[src/rtl/mem_if_ctrl.sv]
`default_nettype none
// ============================================================================
// Module      : mem_if_ctrl
// Description : Command-driven controller sequencing single/burst reads,
//               writes, fills and incrementing patterns onto a synchronous
//               single-port memory. Optional macro MEM_IF_ERR_EN makes
//               illegal OP codes complete with an err pulse.
// Revision    : 1.0 - initial release
// ============================================================================
module mem_if_ctrl #(
    parameter int ADDR_W = 20,
    parameter int DATA_W = 8,
    parameter int LEN_W  = 8
) (
    input  logic              clk,
    input  logic              reset,
    input  logic [2:0]        OP,
    input  logic              cmd_valid,
    output logic              cmd_ready,
    input  logic [ADDR_W-1:0] Base,
    input  logic [LEN_W-1:0]  Len,
    input  logic [DATA_W-1:0] Wdata,
    output logic [ADDR_W-1:0] Direction,
    output logic [DATA_W-1:0] Data,
    output logic              mem_we,
    output logic              mem_re,
    input  logic [DATA_W-1:0] mem_rdata,
    output logic [DATA_W-1:0] rd_data,
    output logic              rd_valid,
    output logic              done,
    output logic              err
);

    typedef enum logic [1:0] {
        IDLE = 2'd0,
        BUSY = 2'd1,
        DONE = 2'd2
    } state_t;

    localparam logic [2:0] OP_RD   = 3'b001;
    localparam logic [2:0] OP_WR   = 3'b010;
    localparam logic [2:0] OP_BRD  = 3'b011;
    localparam logic [2:0] OP_FILL = 3'b100;
    localparam logic [2:0] OP_PAT  = 3'b101;

    state_t            state_q, state_d;
    logic [ADDR_W-1:0] dir_q, dir_d;
    logic [DATA_W-1:0] data_q, data_d;
    logic              we_q, we_d;
    logic              re_q, re_d;
    logic              rv_q, rv_d;
    logic              done_q, done_d;
    logic [LEN_W:0]    idx_q, idx_d;
    logic [LEN_W:0]    last_q, last_d;
    logic              pat_q, pat_d;
`ifdef MEM_IF_ERR_EN
    logic              err_q, err_d;
`endif
    logic              w_hs;

    assign cmd_ready = (state_q == IDLE) & ~reset;
    assign w_hs      = cmd_valid & cmd_ready;

    always_comb begin
        state_d = state_q;
        dir_d   = dir_q;
        data_d  = data_q;
        we_d    = we_q;
        re_d    = re_q;
        rv_d    = re_q;
        done_d  = 1'b0;
        idx_d   = idx_q;
        last_d  = last_q;
        pat_d   = pat_q;
`ifdef MEM_IF_ERR_EN
        err_d   = 1'b0;
`endif
        case (state_q)
            IDLE: begin
                if (w_hs) begin
                    idx_d  = '0;
                    pat_d  = (OP == OP_PAT);
                    // Single ops always run exactly one beat regardless of Len
                    last_d = (OP == OP_RD || OP == OP_WR) ? '0 : {1'b0, Len};
                    case (OP)
                        OP_RD, OP_BRD: begin
                            state_d = BUSY;
                            re_d    = 1'b1;
                            dir_d   = Base;
                        end
                        OP_WR, OP_FILL, OP_PAT: begin
                            state_d = BUSY;
                            we_d    = 1'b1;
                            dir_d   = Base;
                            data_d  = Wdata;
                        end
`ifdef MEM_IF_ERR_EN
                        3'b110, 3'b111: begin
                            state_d = DONE;
                            done_d  = 1'b1;
                            err_d   = 1'b1;
                        end
`endif
                        default: ;
                    endcase
                end
            end
            BUSY: begin
                if (idx_q == last_q) begin
                    state_d = DONE;
                    done_d  = 1'b1;
                    we_d    = 1'b0;
                    re_d    = 1'b0;
                    dir_d   = '0;
                    data_d  = '0;
                end else begin
                    idx_d = idx_q + (LEN_W + 1)'(1);
                    dir_d = dir_q + ADDR_W'(1);
                    if (pat_q) begin
                        data_d = data_q + DATA_W'(1);
                    end
                end
            end
            DONE:    state_d = IDLE;
            default: state_d = IDLE;
        endcase
    end

    always_ff @(posedge clk) begin
        if (reset) begin
            state_q <= IDLE;
            dir_q   <= '0;
            data_q  <= '0;
            we_q    <= 1'b0;
            re_q    <= 1'b0;
            rv_q    <= 1'b0;
            done_q  <= 1'b0;
            idx_q   <= '0;
            last_q  <= '0;
            pat_q   <= 1'b0;
`ifdef MEM_IF_ERR_EN
            err_q   <= 1'b0;
`endif
        end else begin
            state_q <= state_d;
            dir_q   <= dir_d;
            data_q  <= data_d;
            we_q    <= we_d;
            re_q    <= re_d;
            rv_q    <= rv_d;
            done_q  <= done_d;
            idx_q   <= idx_d;
            last_q  <= last_d;
            pat_q   <= pat_d;
`ifdef MEM_IF_ERR_EN
            err_q   <= err_d;
`endif
        end
    end

    assign Direction = dir_q;
    assign Data      = data_q;
    assign mem_we    = we_q;
    assign mem_re    = re_q;
    assign rd_valid  = rv_q;
    assign rd_data   = rv_q ? mem_rdata : '0;
    assign done      = done_q;
`ifdef MEM_IF_ERR_EN
    assign err       = err_q;
`else
    assign err       = 1'b0;
`endif

endmodule
`default_nettype wire

[config.mk]
export PLATFORM = sky130hd
export DESIGN_NAME = mem_if_ctrl
export DESIGN_NICKNAME = d
export VERILOG_FILES = /design/src/rtl/mem_if_ctrl.sv
export SDC_FILE = /design/constraint.sdc
export NUM_CORES = 1
export LEC_CHECK = 0
export ABC_CLOCK_PERIOD_IN_PS = 3100
export BUFFER_PORTS_ARGS = -buffer_cell sky130_fd_sc_hd__buf_2
export CORE_ASPECT_RATIO = 1.25
export CORE_UTILIZATION = 56
export DETAILED_ROUTE_END_ITERATION = 8
export GPL_TIMING_DRIVEN = 1
export HOLD_SLACK_MARGIN = 0.03
export PLACE_DENSITY = 0.86
export SYNTH_ARGS = -nofsm -noshare
export SYNTH_HDL_FRONTEND = slang
export SYNTH_SLANG_ARGS = --single-unit
[constraint.sdc]
create_clock -name clk -period 3.1 [get_ports clk]
set_clock_uncertainty 0.05 [all_clocks]
set_input_delay 0 -clock clk [delete_from_list [all_inputs] [get_ports clk]]
set_output_delay 0 -clock clk [all_outputs]
set_load 0.02 [all_outputs]
### Word level (Yosys, flattened, before mapping)

Index checks and enable logic that the tools add are counted.

| word-level totals | value |
|---|---|
| bits in registers | 53 |
| word-level logic and storage cells | 71 |

| cells by class | value |
|---|---|
| add/sub/neg operators | 3 |
| eq/ne operators | 14 |
| mux-type cells | 26 |
| bitwise gates (word level) | 4 |
| reduce and logical (&&, ||, !) cells | 14 |

Operators with widths:

| cell | number |
|---|---|
| 20-bit two-way mux | 3 |
| 8-bit two-way mux | 6 |
| 20-bit one-hot mux with 2 select lines | 1 |
| 20-bit by 1-bit adder with 20-bit output, second input constant | 1 |
| 9-bit two-way mux | 2 |
| 9-bit one-hot mux with 2 select lines | 1 |
| 8-bit one-hot mux with 2 select lines | 1 |
| 4-bit AND reduction | 3 |
| 9-bit by 1-bit adder with 9-bit output, second input constant | 1 |
| 9-bit equality test | 1 |
| 3-bit AND reduction | 3 |
| 8-bit by 1-bit adder with 8-bit output, second input constant | 1 |
| 2-bit inequality test, second input constant | 4 |
| 3-bit by 2-bit equality test with 1-bit output, second input constant | 2 |
| 3-bit equality test, second input constant | 2 |
| 1-bit two-way mux | 6 |
| 2-bit two-way mux | 3 |
| 5-bit OR reduction | 1 |
| 2-bit by 1-bit inequality test with 1-bit output, second input constant | 2 |
| 1-bit one-hot mux with 2 select lines | 2 |
| 2-bit one-hot mux with 2 select lines | 1 |
| 2-bit OR reduction | 2 |
| 3-bit by 1-bit equality test with 1-bit output, second input constant | 1 |
| 3-bit inequality test, second input constant | 1 |
| 8 further kinds | 10 |

### Longest topological paths before layout

| logic depth | value |
|---|---|
| word-level depth | 5 |
| mapped depth | 7 |
| mapped depth without buffers | 6 |

### Least setup slack after synthesis

Ideal clock, no wire load.

| timing path | value |
|---|---|
| path type | flip-flop to flip-flop |
| from | reg state_q[1] |
| to | reg dir_q[12] (netlist: Direction[12]) |
| data arrival time | 1.874 ns |
| path slack | 1.085 ns |
| cell stages (with the launch flop) | 7 |
| buffers on the path | 1 |
| path through | dfxtp_1 nor3_1 nand2_2 a21boi_2 buf_4 a21oi_1 a311oi_1 |

| between the ends | value |
|---|---|
| longest elaborated chain between the ends | 5 |
| elaborated cells on any way between the ends | 9 |
| those cells by class | 3 x eq/ne; 1 x mux; 2 x bitwise; 3 x reduce/logical |

RTL lines:

| element | line | RTL |
|---|---|---|
| from (decl) | 46 | `state_t state_q, state_d;` |
| from (signal assigned) | 145 | `state_q <= state_d;` |
| 2-bit logical NOT | 61 | `assign cmd_ready = (state_q == IDLE) & ~reset;` |
| 1-bit bitwise AND | 61 |  |
| via cmd_ready | 19 | `output logic cmd_ready,` |
| 1-bit bitwise AND | 62 | `assign w_hs = cmd_valid & cmd_ready;` |
| 2-bit inequality test (no source line) | n/a |  |
| 3-bit AND reduction (no source line) | n/a |  |
| to (signal assigned) | 146 | `dir_q <= dir_d;` |
| to (decl) | 47 | `logic [ADDR_W-1:0] dir_q, dir_d;` |

The timed path passes the listed nets, and every way through them passes these cells.
A chain may end at the register's enable or synchronous reset.

### Final worst setup path

| timing path | value |
|---|---|
| from | reg idx_q[7] |
| to | reg re_q (netlist: mem_re) |

| between the ends | value |
|---|---|
| longest elaborated chain between the ends | 3 |

RTL lines:

| element | line | RTL |
|---|---|---|
| from (decl) | 53 | `logic [LEN_W:0] idx_q, idx_d;` |
| from (signal assigned) | 152 | `idx_q <= idx_d;` |
| 9-bit equality test | 109 | `if (idx_q == last_q) begin` |
| 2-bit inequality test (no source line) | n/a |  |
| 4-bit AND reduction (no source line) | n/a |  |
| to (signal assigned) | 149 | `re_q <= re_d;` |
| to (decl) | 50 | `logic re_q, re_d;` |

Every way passes these cells.

==> impl_metrics.json <==
{
  "outcome": "complete, no violations",
  "syn_inst": 364,
  "p_leak_nw": 1.64,
  "slowest_stage": "dlygate4sd3_1",
  "clockBufferDepth": 2,
  "routedWlPerCell_um": 16.4,
  "nets": 530,
  "dr.pass1.iters": 5,
  "fp.dieW_um": 67.4,
  "final-setup-viol-count": 0,
  "whs_ns": 0.0375,
  "yosys.area.top_type": "dfxtp_1",
  "insertedDiodeCount": 0,
  "p_per_area_mw_per_mm2": 468,
  "antenna_found_initial": 0,
  "post-route-drc-count": 0,
  "area_growth_pct": 30.7,
  "reg2regPathDepth": 6,
  "critPathTopFamily": "simple AND/OR/NAND/NOR gates",
  "cp_max_fo": 17,
  "core_area_sq_mm": 0.00512,
  "cp.required_ns": 3.26,
  "tritoncts": "built",
  "arrival_ns": 2.89,
  "period_share": 0.882,
  "vias_per_cell": 6.25,
  "rows": 29,
  "slew_violations": 0,
  "cp-end-kind": "flop",
  "syn_avg_cell_area_sq_um": 8.22,
  "synth_flop_cell": "dfxtp_1",
  "root_buffer": "clkbuf_8",
  "instances_no_fill": 540,
  "grt_util_all_layers": 0.319,
  "htree_levels": 2,
  "cts_made_buffers": 5,
  "path_buf_inv": 1,
  "place_inst": 500,
  "hold_violations": 0,
  "drive_above_1_share": 0.245,
  "synth_nets": 417,
  "path_class": "flop to flop",
  "r2r-start": "idx_q[7]$_SDFFE_PP0P_",
  "seq_area_frac_synth": 0.348,
  "nFillCells": 374,
  "dp_hpwl_um": 5910,
  "crit_path_cell_trace": "xor2_1 -> nor4_2 -> nand3_1 -> nor2_1 -> o32ai_1 -> dlygate4sd3_1",
  "maxCapViolCount": 0,
  "start_util": 0.585,
  "yosys_warnings": 0,
  "critical_path_depth": 6,
  "startpoint": "idx_q[7]$_SDFFE_PP0P_",
  "synthArstFlopShare": 0,
  "start_kind": "flop",
  "rsz0062_at_grt": "false",
  "io_buffers": 90,
  "synth_seq_cells": 52,
  "die_area_sq_mm": 0.00564,
  "grt_max_degree": 40,
  "hold_path_class": "input port to flop",
  "die_h_um": 83.7,
  "wirelength_um": 8870,
  "grt_pass1_wl_um": 14100,
  "clk_pin_slew_ns": 0.10,
  "synth.area.top_cells": "dfxtp_1 35%, nand2_1 4.6%, nand3_1 3.5%",
  "fmax_ghz": 0.366,
  "peakVddDrop_mv": 0.331,
  "cts_setup_buffers": 0,
  "synthDistinctLibCells": 61,
  "yosysTopAreaCellShare": 0.348,
  "r2r_setup_slack_ns": 0.37,
  "antenna_left": 0,
  "clk_latency_ns": 0.32,
  "synth-edff-count": 0,
  "drt_iter0_markers": 290,
  "vias": 3375,
  "setup_tns_ns": 0,
  "r2r_end": "mem_re$_SDFFE_PP0P_",
  "ioPinCount": 92,
  "cp_slowest_stage_delay_ns": 0.59,
  "grt_pass1_vias": 3152,
  "final.min_clock_period_ns": 2.73,
  "gp_congestion": 0.825,
  "syn-cell-area_sq_mm": 0.00299,
  "cts_sinks": 52,
  "relSlewSlack": 0.489,
  "grt-ovfl-total": 0,
  "worstSetupEndpoint": "mem_re$_SDFFE_PP0P_",
  "worstMarginPinSlew_ns": 0.766
}
## how the worst min path moves through the flow
stage | start | to | slack [ns] | cells after the start
after floorplan | OP[2] | mem_re$_SDFFE_PP0P_ | 0.05 | 1
after global placement | Len[2] | last_q[2]$_SDFFE_PP0P_ | 0.17 | 2
after detailed placement | Len[6] | last_q[6]$_SDFFE_PP0P_ | 0.18 | 2
after CTS | Base[18] | Direction[18]$_SDFFE_PP0P_ | 0.03 | 3
after global routing | Base[0] | Direction[0]$_SDFFE_PP0P_ | 0.07 | 3
final | Base[0] | Direction[0]$_SDFFE_PP0P_ | 0.04 | 3
## worst min-delay path, cell delays in order
cell	delay [ns]
buf_2	0.08
a221oi_1	0.07
a211oi_1	0.21
## cells in the mapped netlist (9+ instances only)
cell	count
and2_1	12
nor2_1	11
and3_1	12
nand4_1	11
dfxtp_1	52
a21oi_1	17
nand3_1	21
nor3_1	18
inv_1	12
buf_2	10
nand2_1	37
o21ai_0	20
clkbuf_1	9
## final cells by class
type,instances,area [sq um],area share
Clock buffer,7,96.3,0.0246
Tap cell,62,77.6,0.0198
Sequential cell,52,1040,0.266
Inverter,13,48.8,0.0125
Clock inverter,1,30.0,0.00768
Timing Repair Buffer,128,816,0.209
Multi-Input combinational cell,277,1800,0.461
## placed cells by master, fill, tap and decap left out, types with 2 or more instances in the layout
| cell type | count |
|---|---|
| nand3b_1 | 2 |
| a32o_1 | 2 |
| a21oi_1 | 17 |
| a311oi_1 | 4 |
| buf_2 | 90 |
| a221oi_1 | 7 |
| dfxtp_1 | 52 |
| nand2_1 | 37 |
| nor2_1 | 11 |
| o32ai_1 | 2 |
| nand3_1 | 21 |
| o21ai_1 | 2 |
| nand2b_1 | 7 |
| o21ai_0 | 20 |
| buf_4 | 6 |
| nand4_1 | 11 |
| nor4_1 | 3 |
| inv_1 | 12 |
| and4_1 | 2 |
| clkbuf_8 | 7 |
| mux2i_1 | 7 |
| dlygate4sd3_1 | 32 |
| a22oi_1 | 3 |
| a211oi_1 | 8 |
| and3_1 | 12 |
| a31oi_1 | 8 |
| and2_1 | 12 |
| a41oi_1 | 3 |
| ha_1 | 3 |
| a22o_1 | 8 |
| or3_1 | 4 |
| a32oi_1 | 2 |
| nor2b_1 | 3 |
| nor3_1 | 18 |
| xnor2_1 | 4 |
| xor2_1 | 8 |
| nand4b_1 | 2 |
## power by group
group	total (mW)	switching (mW)	internal, mW
clock	0.522	0.237	0.285
combinational	0.512	0.315	0.197
sequential	0.796	0.0722	0.724
## sequential cells by signal, indices dropped and copies added (netlist names), 2 cells and up
register   flops
state_q        2
last_q         8
idx_q          9
Direction     20
Data           8
## what timing repair did
action | in CTS | in global routing
endpoints found under the setup margin | 0 | 0
hold endpoints to repair | 31 | 0
resized for setup | 0 | 0
hold buffers | 32 | 0
## stage by stage
step           area (sq um)  power [mW]  worst slack [ns]   util
6_report               3910        1.83             0.365  0.765
3_3_place_gp           3470        1.26             0.987  0.677
3_5_place_dp           3470        1.28             0.903  0.677
5_1_grt                3910        1.90             0.192  0.765
4_1_cts                3910        1.82             0.435  0.765
2_1_floorplan          2990        1.12              1.08      -
## routing by layer
| metal | routed length (um) | global-route usage | vias up |
|---|---|---|---|
| li1 | - | - | 1596 |
| met1 | 3420 | 0.371 | 1584 |
| met2 | 4570 | 0.543 | 162 |
| met3 | 538 | 0.0546 | 33 |
| met4 | 346 | 0.161 | 0 |
| met5 | 0 | 0 | - |
## kinds of logic (layout without fill, tap and decap cells)
group | after synthesis | after routing | synth area share
AO/OA/AOI/OAI | 102 | 102 | 0.253
XOR/XNOR | 12 | 12 | 0.0351
adder cells (fa/ha/maj) | 3 | 3 | 0.0125
buffers and inverters | 35 | 149 | 0.0506
flip-flops | 52 | 52 | 0.348
multiplexers | 8 | 8 | 0.0272
other | 1 | 1 | 0.00125
AND/OR/NAND/NOR | 151 | 151 | 0.273
(Power assumes the default switching activity.)
